<file path="config.mk">
export PLATFORM = sky130hd
export DESIGN_NAME = alu_share_arbiter
export DESIGN_NICKNAME = d
export VERILOG_FILES = /design/src/rtl/alu_share_arbiter.sv
export SDC_FILE = /design/constraint.sdc
export NUM_CORES = 1
export LEC_CHECK = 0
export CAP_MARGIN = 20
export CORE_MARGIN = 10
export CORE_UTILIZATION = 31
export DETAILED_ROUTE_END_ITERATION = 7
export PLACE_DENSITY = 0.67
export SLEW_MARGIN = 10
export SYNTH_ARGS = -nofsm -noshare
export SYNTH_HDL_FRONTEND = slang
export SYNTH_SLANG_ARGS = --single-unit
export TNS_END_PERCENT = 5
</file>
<file path="constraint.sdc">
create_clock -name clk -period 4.1 [get_ports clk]
set_input_delay 0.41 -clock clk [delete_from_list [all_inputs] [get_ports clk]]
set_output_delay 0.41 -clock clk [all_outputs]
set_load 0.05 [all_outputs]
</file>
<file path="src/rtl/alu_share_arbiter.sv">
// alu_share_arbiter
// Time-shares one combinational integer ALU between two requesters.
// One operation is in flight at a time: IDLE accepts a request, EXEC lets
// the ALU settle on buffered operands, RESP holds the captured result until
// the granted requester takes it.
//
// Ports
//   clk, rst_n            clock, asynchronous active-low reset
//   req_valid/req_ready   per-requester request handshake (bit i = requester i)
//   req_r1/req_r2         operands, requester i at [XLEN*i +: XLEN]
//   req_funct3/req_funct7 function select, requester i at [3*i +: 3] / [i]
//   rsp_valid/rsp_ready   per-requester response handshake
//   rsp_data/zero/overflow captured ALU result and flags
//   alu_r1/r2/funct3/funct7 ALU inputs, driven only from the operand buffer
//   alu_out/zero/overflow ALU outputs
//   busy                  high whenever an operation is in flight
//   ops_count             completed responses, wraps modulo 2^CNT_W
//
// Build option
//   ALU_SHARE_FIXED_PRIO_EN  when defined, requester 0 always wins contention;
//                            otherwise arbitration is round-robin.
module alu_share_arbiter #(
    parameter int XLEN  = 32,
    parameter int CNT_W = 16
) (
    input  logic              clk,
    input  logic              rst_n,
    input  logic [1:0]        req_valid,
    output logic [1:0]        req_ready,
    input  logic [2*XLEN-1:0] req_r1,
    input  logic [2*XLEN-1:0] req_r2,
    input  logic [5:0]        req_funct3,
    input  logic [1:0]        req_funct7,
    output logic [1:0]        rsp_valid,
    input  logic [1:0]        rsp_ready,
    output logic [XLEN-1:0]   rsp_data,
    output logic              rsp_zero,
    output logic              rsp_overflow,
    output logic [XLEN-1:0]   alu_r1,
    output logic [XLEN-1:0]   alu_r2,
    output logic [2:0]        alu_funct3,
    output logic              alu_funct7,
    input  logic [XLEN-1:0]   alu_out,
    input  logic              alu_zero,
    input  logic              alu_overflow,
    output logic              busy,
    output logic [CNT_W-1:0]  ops_count
);

    typedef enum logic [1:0] {
        IDLE = 2'd0,
        EXEC = 2'd1,
        RESP = 2'd2
    } state_t;

    state_t state_r;
    logic   grant_r;     // requester owning the in-flight operation
    logic   grant_s;     // requester that would win in the current cycle
    logic   any_valid_s;
`ifndef ALU_SHARE_FIXED_PRIO_EN
    logic   last_r;      // requester whose response completed most recently
`endif

    // Arbitration: a lone requester wins; on contention the policy decides.
    always_comb begin
        any_valid_s = |req_valid;
        grant_s     = 1'b0;
        case (req_valid)
            2'b01:   grant_s = 1'b0;
            2'b10:   grant_s = 1'b1;
`ifdef ALU_SHARE_FIXED_PRIO_EN
            2'b11:   grant_s = 1'b0;
`else
            2'b11:   grant_s = ~last_r;
`endif
            default: grant_s = 1'b0;
        endcase
    end

    // Accept is combinational so the request is taken in the cycle it appears.
    always_comb begin
        req_ready = 2'b00;
        if ((state_r == IDLE) && any_valid_s) begin
            req_ready = grant_s ? 2'b10 : 2'b01;
        end else begin
            req_ready = 2'b00;
        end
    end

    // Sequencer: operand buffer, result capture, response and completion count.
    always_ff @(posedge clk or negedge rst_n) begin
        if (!rst_n) begin
            state_r      <= IDLE;
            grant_r      <= 1'b0;
`ifndef ALU_SHARE_FIXED_PRIO_EN
            last_r       <= 1'b1;
`endif
            alu_r1       <= '0;
            alu_r2       <= '0;
            alu_funct3   <= 3'b000;
            alu_funct7   <= 1'b0;
            rsp_valid    <= 2'b00;
            rsp_data     <= '0;
            rsp_zero     <= 1'b0;
            rsp_overflow <= 1'b0;
            busy         <= 1'b0;
            ops_count    <= '0;
        end else begin
            case (state_r)
                IDLE: begin
                    if (any_valid_s) begin
                        alu_r1     <= grant_s ? req_r1[2*XLEN-1:XLEN] : req_r1[XLEN-1:0];
                        alu_r2     <= grant_s ? req_r2[2*XLEN-1:XLEN] : req_r2[XLEN-1:0];
                        alu_funct3 <= grant_s ? req_funct3[5:3] : req_funct3[2:0];
                        alu_funct7 <= grant_s ? req_funct7[1] : req_funct7[0];
                        grant_r    <= grant_s;
                        busy       <= 1'b1;
                        state_r    <= EXEC;
                    end else begin
                        state_r    <= IDLE;
                    end
                end
                EXEC: begin
                    // ALU inputs have been stable for the whole cycle.
                    rsp_data     <= alu_out;
                    rsp_zero     <= alu_zero;
                    rsp_overflow <= alu_overflow;
                    rsp_valid    <= grant_r ? 2'b10 : 2'b01;
                    state_r      <= RESP;
                end
                RESP: begin
                    // Only the granted requester's ready can complete.
                    if (rsp_ready[grant_r]) begin
`ifndef ALU_SHARE_FIXED_PRIO_EN
                        last_r    <= grant_r;
`endif
                        ops_count <= ops_count + CNT_W'(1);
                        rsp_valid <= 2'b00;
                        busy      <= 1'b0;
                        state_r   <= IDLE;
                    end else begin
                        state_r   <= RESP;
                    end
                end
                default: begin
                    rsp_valid <= 2'b00;
                    busy      <= 1'b0;
                    state_r   <= IDLE;
                end
            endcase
        end
    end

endmodule

</file>
==> flow_summary.ini, run 1 <==
[synthesis]
yosysTopAreaCell = dfrtp_1
ys.warnings.count = 0
synth_cells = 393
syn_area_mm2 = 0.00523
syn_nets = 570
synth-edff-count = 0
synth-seq-cells = 125
async_reset_ff_share_pct = 100
yosysSeqAreaShare_pct = 59.9
synth_area_leaders = dfrtp_1 59%, a22o_1 11%, a21o_1 10%
synth_most_common_cell = dfrtp_1
yosysUniqueCellTypes = 30
synth_top_cell_area_share_pct = 59.4
synth-main-ff-cell = dfrtp_1
synth_commonest_cells = 124 x dfrtp_1, 70 x a21o_1, 68 x a22o_1, 35 x mux2_2, 13 x buf_2
syn_avg_cell_area_um2 = 13.3

[floorplan]
die_area_mm2 = 0.0224
num_rows = 47
die_h_um = 150
io_pins = 299
core_mm2 = 0.0165
die_x_um = 150
initial_core_util_pct = 31.6

[cells_and_area]
stdcell_area_mm2 = 0.00907
antenna_cells = 0
drive_above_1_share_pct = 11.6
multi_input_area_mm2 = 0.00197
area_growth_pct = 73.6
fill_cells = 1353
nets = 866
regArea_mm2 = 0.00313
stdcell_count = 921
post-route-util_pct = 54.9

[placement]
gp_congestion = 0.814
dp_cells = 890
dpl_cell_area_mm2 = 0.00843
place_hpwl_um = 14500
portBuffers = 298
dp_slack_ns = 1.51

[sta]
setup_slack_ns = 1.36
fin_skew_ns = 0.00725
fmax_mhz = 365
final-hold-violation-count = 0
fin_crit_ns = 2.74
finalSetupTns_ns = 0
slew_viol_final = 0
setup_violations = 0
max_slew.worst_pin.slew_ns = 0.842
fin_crit_sh_pct = 66.8
rsz0062_at_grt = false
max_slew_margin_pct = 43.9

[detailed_routing]
ant_nets = 0
wl_met3_um = 1840
viasPerCell = 4.91
drtPass1Iterations = 4
wl_met1_um = 7190
first_iter_violations = 192
wl_per_cell_um = 20.9
via_count = 4519
drc = 0
topRoutingLayerUsed = met4
wl_met2_um = 9740
drt-total-wl_um = 19300

[clock_tree]
clockBufferDepth = 2
clock_latency_ns = 0.41
h-tree-depth = 4
cts_tree = built
post-cts-setup-buffer-count = 0
postCtsHoldBufs = 0
clkSinkCount = 125
cts_buffers = 17
cts-root-buf = clkbuf_16
clk_pin_slew_ns = 0.06
post_cts_resize_count = 0

[worst_setup_path]
critPathSlowestCell = clkdlybuf4s50_1
worstPathCellList = nor2_1 > nand2_1 > a21oi_4 > clkdlybuf4s50_1
start_kind = register
critical_path_arrival_ns = 2.33
worstPathMaxFanout = 8
critPathRequiredTime_ns = 3.69
cp_num_buf_inv = 1
critPathMaxStageDelay_ns = 0.89
crit_type = register to output pin
crit_path_end_kind = output pin
cp_top_family = buffers and inverters

[global_route]
grt_pass1_wl_um = 29300
track_usage_pct = 16.8
grt_pass1_vias = 5013
overflow = 0
antenna_found_initial = 0
grt_max_degree = 70

[worst_hold_path]
hold_path.class = input port to async pin

[run_status]
status = finished, final reports clean

[power_and_ir_drop]
power.density_mw_per_mm2 = 951
vdd_drop_max_mv = 0.466
leakage_nw = 4.15

[flow_run]
drv_cap = 0
==> logic make-up after synthesis <==
| kind of cell | Yosys count | share of synthesized area (%) |
|---|---|---|
| compound gates | 145 | 22.2 |
| flops | 125 | 59.9 |
| simple gates | 39 | 4.21 |
| mux | 38 | 8.19 |
| buf+inv | 30 | 2.75 |
| xor+xnor | 15 | 2.51 |
| fa+ha+maj | 1 | 0.239 |
==> worst paths after layout <==
kind	startpoint	to	slack (ns)	cells after the start
hold / removal	rst_n	rsp_data[30]$_DFFE_PN0P_	0.09	1
min in group clk	ops_count[15]$_DFFE_PN0P_	ops_count[15]$_DFFE_PN0P_	0.48	1
max in group asynchronous	rst_n	last_r$_DFFE_PN1P_	3.13	2
setup reg to reg	state_r[0]$_DFF_PN0_	rsp_data[19]$_DFFE_PN0P_	2.05	3
setup / recovery	state_r[1]$_DFF_PN0_	req_ready[1]	1.36	4
hold reg to reg	ops_count[15]$_DFFE_PN0P_	ops_count[15]$_DFFE_PN0P_	0.48	1
==> power breakdown <==
group	switching (mW)	internal [mW]
Sequential	0.357	1.81
Clock	0.550	1.08
Combinational	2.98	1.85
==> registers in the layout, indices dropped and copies added, names as in the netlist <==
register      count
alu_funct3        3
alu_funct7        1
alu_r1           32
alu_r2           32
busy              1
grant_r           1
last_r            1
ops_count        16
rsp_data         32
rsp_overflow      1
rsp_valid         2
rsp_zero          1
state_r           2
==> through the flow <==
step                      total power, mW  hold WS (ns)
final                                8.63        0.0887
after global routing                 9.03         0.147
after CTS                            8.74         0.116
after detailed placement             7.07         0.475
after global placement               6.97         0.462
after floorplan                      5.33         0.114
==> final cells by class <==
type | count | share of cell area (%)
well taps | 220 | 3.04
multi-input cells | 238 | 21.8
clock buffers | 21 | 5.30
flip-flops and latches | 125 | 34.5
inverters | 3 | 0.124
repair buffers | 304 | 33.5
clock inverters | 10 | 1.77
==> cells in the final DEF (no fill, tap or decap) <==
cell type / count
clkdlybuf4s50_1: 297
dfrtp_1: 124
a21o_1: 70
a22o_1: 68
mux2_2: 35
clkbuf_16: 17
nand2_1: 9
xnor2_1: 9
nor2_1: 6
nand3_1: 6
xor2_1: 6
buf_4: 6
nand4_1: 4
clkbuf_8: 4
bufinv_16: 4
inv_1: 3
o21ai_0: 3
clkinv_2: 3
nand2b_1: 2
nor2b_1: 2
mux2i_1: 2
and3_1: 2
nor3_1: 2
a21oi_1: 2
o21ai_4: 1
and3_2: 1
mux2i_2: 1
nor2b_2: 1
a21oi_4: 1
and4_1: 1
nor4_2: 1
nor4_4: 1
nor4_1: 1
ha_1: 1
clkinv_4: 1
clkinvlp_4: 1
inv_6: 1
dfstp_2: 1
buf_12: 1
==> per-layer routing <==
layer / global-route usage, % / up-vias
met4: 6.46 / 0
met2: 28.1 / 181
met3: 7.04 / 30
li1: - / 2042
met1: 18.5 / 2266
met5: 0 / -
Note: power is estimated with default switching activity, not from simulation.
==> run 2: changes to the inputs <==
--- a/config.mk
+++ b/config.mk
@@ -9,7 +9,7 @@
 export CORE_MARGIN = 10
 export CORE_UTILIZATION = 31
 export DETAILED_ROUTE_END_ITERATION = 7
-export PLACE_DENSITY = 0.67
+export PLACE_DENSITY = 0.7
 export SLEW_MARGIN = 10
 export SYNTH_ARGS = -nofsm -noshare
 export SYNTH_HDL_FRONTEND = slang
==> constraint.sdc (replaced) <==
create_clock -name clk -period 2.5 [get_ports clk]
set_input_delay 0.25 -clock clk [delete_from_list [all_inputs] [get_ports clk]]
set_output_delay 0.25 -clock clk [all_outputs]
set_load 0.05 [all_outputs]
==> run 2 against run 1 <==
  * Via count down 0.33%
  * Count of clock-buffer cells in the layout up 1
  * Register-to-register slack worse by 1.4 ns
  * Utilization up 0.27 points
  * Final area up 0.48%
  * Sequential share of layout area down 0.17 points
  * Clock power up 58%
  * Clock skew up 0.00088 ns
  * First-iteration DRC count down 10%
  * Sequential power up 65%
  * Largest cell class unchanged
  * Final cell count up 0.65%
  * Die area unchanged
==> flow_summary.ini, run 2 (synthesis gave the netlist of run 1 again) <==
[worst_setup_path]
crit_path_end_kind = output pin
critical_path_arrival_ns = 1.91
critPathMaxStageDelay_ns = 0.47
worstPathCellList = nor2_1 > and3_2 > buf_4 > buf_12
critPathSlowestCell = dfrtp_1
critPathRequiredTime_ns = 2.25
start_kind = register
cp_num_buf_inv = 2
cp.depth = 4
cp_top_family = simple AND/OR/NAND/NOR gates
timing.rr.start = state_r[1]$_DFF_PN0_
rr_worst_depth = 5
crit_type = register to output pin
worstPathMaxFanout = 21
crit_path_start = state_r[1]$_DFF_PN0_

[clock_tree]
cts-root-buf = clkbuf_16
clkSinkCount = 125
clk_pin_slew_ns = 0.06
cts_tree = built
clock_latency_ns = 0.41
h-tree-depth = 4
cts_buffers = 17
clockBufferDepth = 2
post_cts_resize_count = 0

[placement]
portBuffers = 298
place_hpwl_um = 14900
gp_congestion = 0.752

[power_and_ir_drop]
leakage_nw = 4.18
power.density_mw_per_mm2 = 1550
vdd_drop_max_mv = 0.808

[floorplan]
initial_core_util_pct = 31.6
num_rows = 47
die_h_um = 150
die_area_mm2 = 0.0224
io_pins = 299
core_mm2 = 0.0165
die_x_um = 150

[detailed_routing]
ant_nets = 0
first_iter_violations = 172
drc = 0
viasPerCell = 4.86
drtPass1Iterations = 4
via_count = 4504
drt-total-wl_um = 19300
wl_per_cell_um = 20.8

[sta]
slew_viol_final = 0
finalSetupTns_ns = 0
fin_crit_sh_pct = 86.4
rsz0062_at_grt = false
fmax_mhz = 463
max_slew.worst_pin.slew_ns = 0.585
final-hold-violation-count = 0
fin_crit_ns = 2.16
setup_violations = 0
fin_skew_ns = 0.00813
max_slew_margin_pct = 60.9

[global_route]
grt_pass1_wl_um = 29200
antenna_found_initial = 0
overflow = 0
track_usage_pct = 16.8
grt_pass1_vias = 5025
grt_max_degree = 49

[cells_and_area]
final_cell_mix = 295 x clkdlybuf4s50_1, 124 x dfrtp_1, 70 x a21o_1
post-route-util_pct = 55.1
drive_above_1_share_pct = 12.0
multi_input_area_mm2 = 0.00198
nets = 873
area_growth_pct = 74.4
regArea_mm2 = 0.00313
final_common_cell = clkdlybuf4s50_1
antenna_cells = 0
fill_cells = 1425
largestRegisters = alu_r1 (32), alu_r2 (32), rsp_data (32)

[flow_run]
drv_cap = 0

[worst_hold_path]
hold_path.class = input port to async pin

[run_status]
status = finished, final reports clean
-- run 2: changes by cell type in the layout (fill, tap and decap cells not counted), moves of 2 or more --
cell	delta
clkdlybuf4s50_1	-2
clkbuf_8	-2
buf_12	+2
buf_4	+6
clkbuf_1	+3
-- run 2: worst paths after layout --
path | slack (ns) | endpoint
worst min-delay path | 0.34 | rsp_data[5]$_DFFE_PN0P_
worst max-delay path | 0.34 | req_ready[0]
worst min register to register | 0.49 | ops_count[15]$_DFFE_PN0P_
worst max register to register | 0.61 | alu_r2[17]$_DFFE_PN0P_
max in group asynchronous | 1.47 | last_r$_DFFE_PN1P_
min in group clk | 0.43 | alu_funct7$_DFFE_PN0P_
-- run 2: stage by stage --
step                      worst slack, ns  cells  power, mW  cell area [um^2]  hold WS, ns
after CTS                           0.311    927       14.3              9110        0.362
after global placement              0.563    896       11.5              8500        0.251
after detailed placement            0.532    896       11.6              8500        0.256
after global routing                0.249    927       14.8              9110        0.394
final                               0.341    927       14.1              9110        0.341
after floorplan                     0.694    393       8.74              5230      -0.0456
-- run 2: per-layer routing --
layer | part of all wire [%] | global-route usage [%] | routed length, um
met5 | 0 | 0 | 0
met3 | 8.3 | 6.58 | 1600
met4 | 2.7 | 6.41 | 527
met1 | 37 | 18.4 | 7150
met2 | 52 | 28.7 | 10000
-- run 2: worst reg2reg max path, cell delays in order (launching register included) --
cell,delay (ns)
dfrtp_1,0.47
nor2_1,0.31
and3_2,0.26
buf_4,0.45
a22o_1,0.25
a21o_1,0.10
-- run 2: timing repair --
item / in CTS / in global routing
endpoints found under the hold margin: 33 / 0
endpoints found under the setup margin: 0 / 0
setup buffers: 0 / 0
hold buffers: 1 / 0
-- run 2: power breakdown --
| part | internal (mW) | switching [mW] | total [mW] |
|---|---|---|---|
| logic | 3.09 | 4.90 | 7.99 |
| clock network | 1.70 | 0.867 | 2.57 |
| registers | 2.97 | 0.606 | 3.57 |
-- run 2: layout make-up --
| type | count | area share, % |
|---|---|---|
| clock inverter | 8 | 1.54 |
| inverter | 3 | 0.124 |
| clock buffer | 22 | 5.09 |
| multi-input combinational | 238 | 21.7 |
| tap | 220 | 3.02 |
| sequential | 125 | 34.3 |
| timing repair buffer | 311 | 34.2 |
==> RTL edit: new RTL, settings of run 2 <==
The option `ALU_SHARE_FIXED_PRIO_EN` is turned on by a define.
--- a/src/rtl/alu_share_arbiter.sv
+++ b/src/rtl/alu_share_arbiter.sv
@@ -21,2 +21,4 @@
 //                            otherwise arbitration is round-robin.
+`define ALU_SHARE_FIXED_PRIO_EN
+
 module alu_share_arbiter #(
Behaviour: not the same (a bounded check fails within 4 cycles, from zero or initial values and one cycle with rst_n low).
==> RTL edit against run 2 <==
Area after synthesis shrank 2.2%; wire length increased by 1.2%; sequential cell count down 1; final area is 2.3% lower; setup slack gained 0.12 ns; power decreased by 4.3%; via count up 3.1%; highest routed layer unchanged; largest power group unchanged; clock skew decreased by 0.0031 ns.
==> RTL edit: results <==
[synthesis]
ys_top_cells_by_area = "dfrtp_1, a222oi_1, mux2_2"
sequential_area_share_after_synthesis = 0.607
synth_ff_type = "dfrtp_1"
syn_inst = 395
synth.net_count = 572
share_of_flip_flops_with_an_asynchronous_set_or_reset_after_synthesis = 1.00
synth_cell_types = 35
yosys-top-cells-count = "dfrtp_1, inv_1, a222oi_1"

[place]
place.detailed.instances = 887
dp_slack_ns = 0.501
globalplace.congestion = 0.817
dpl_cell_area_sq_um = 8280
dp_hpwl_microns = 15000
port-buffer-count = 298

[cells_and_area]
drive_gt1_frac = 0.116
layout.nets = 868
layoutNonFillerInstCount = 920
num_antenna_cells = 0

[route]
first_pass_iteration_count_of_the_detailed_router = 8
highest_layer = "met4"
detailed_route_via_count = 4645
route.layer.met1.wl_microns = 7130
met3_length_microns = 1970
wl_per_cell_microns = 21.2
wl_met2_microns = 9840
first_iter_violations = 531

[sta]
fin_worst_skew_ns = 0.00505
tightestPinTransition_ns = 0.731
fmaxAchievable_mhz = 491

[global_route]
grt_pass1_wl_microns = 29400
antenna_found_initial = 0
number_of_global_route_vias_before_repair = 4950
grt_usage = 0.172
grt_start_max_net_pins = 70

[setup_path]
cp.arrival_ns = 1.79
crit_end = "req_ready[1]"
crit_fanout = 69
worst-r2r-setup-slack_ns = 0.63
ff2ff_path_depth = 5
rr_endpoint = "alu_r2[15]"
r2r-start = "state_r[1]"

[power]
power_leakage_nw = 4.00
worst_ir_drop_vdd_mv = 0.909
power_density_nw_per_um2 = 1520

[clock_network]
cell_at_the_root_of_the_clock_tree = "clkbuf_16"
cts_resized = 0
cts-buffers-inserted = 17

[run_status]
status = "finished clean"
[RTL edit: final cells by class]
cell class / count / area [sq um]
clock inverters: 11 / 141
well taps: 216 / 270
clock buffers: 21 / 470
flip-flops and latches: 124 / 3100
repair buffers: 305 / 3090
fillers: 1412 / 7100
multi-input cells: 172 / 1560
inverters: 71 / 267
[RTL edit: power by group]
| part | leakage [nW] | internal, mW | switching [mW] |
|---|---|---|---|
| combinational | 2.19 | 2.65 | 4.80 |
| sequential | 1.51 | 2.93 | 0.631 |
| clock | 0.295 | 1.64 | 0.865 |
| total | 4.00 | 7.22 | 6.30 |
[RTL edit: worst min path at each step]
stage          slack, ns  cells after the start       endpoint
4_1_cts             0.42                      3     alu_r1[21]
6_report            0.42                      3     alu_r1[16]
3_5_place_dp        0.28                      2     alu_r1[16]
2_1_floorplan      -0.05                      0  alu_funct3[0]
5_1_grt             0.44                      2    rsp_data[5]
3_3_place_gp        0.28                      2     alu_r1[24]
[RTL edit: critical path, stage by stage, from the launching register on]
cell and delay, ns:
dfrtp_1 0.51, nor4b_4 0.35, buf_12 0.31, buf_12 0.18
[RTL edit: what timing repair did]
| action | 4_1_cts | 5_1_grt |
|---|---|---|
| endpoints found under the setup margin | 0 | 0 |
| buffers inserted | 0 | 0 |
| hold buffers | 1 | 0 |
| endpoints found under the hold margin | 65 | 0 |
[RTL edit: routing by layer]
layer  vias up  global-route usage
met2       271               0.295
met1      2288               0.181
met4         0              0.0753
met5         -                   0
li1       2053                   -
met3        33              0.0728
[RTL edit: kinds of logic after synthesis]
family / after synthesis / synth area share
simple gates: 44 / 0.0514
buf+inv: 99 / 0.0901
mux: 38 / 0.0830
fa+ha+maj: 1 / 0.00245
xor+xnor: 15 / 0.0257
compound gates: 74 / 0.140
flops: 124 / 0.607
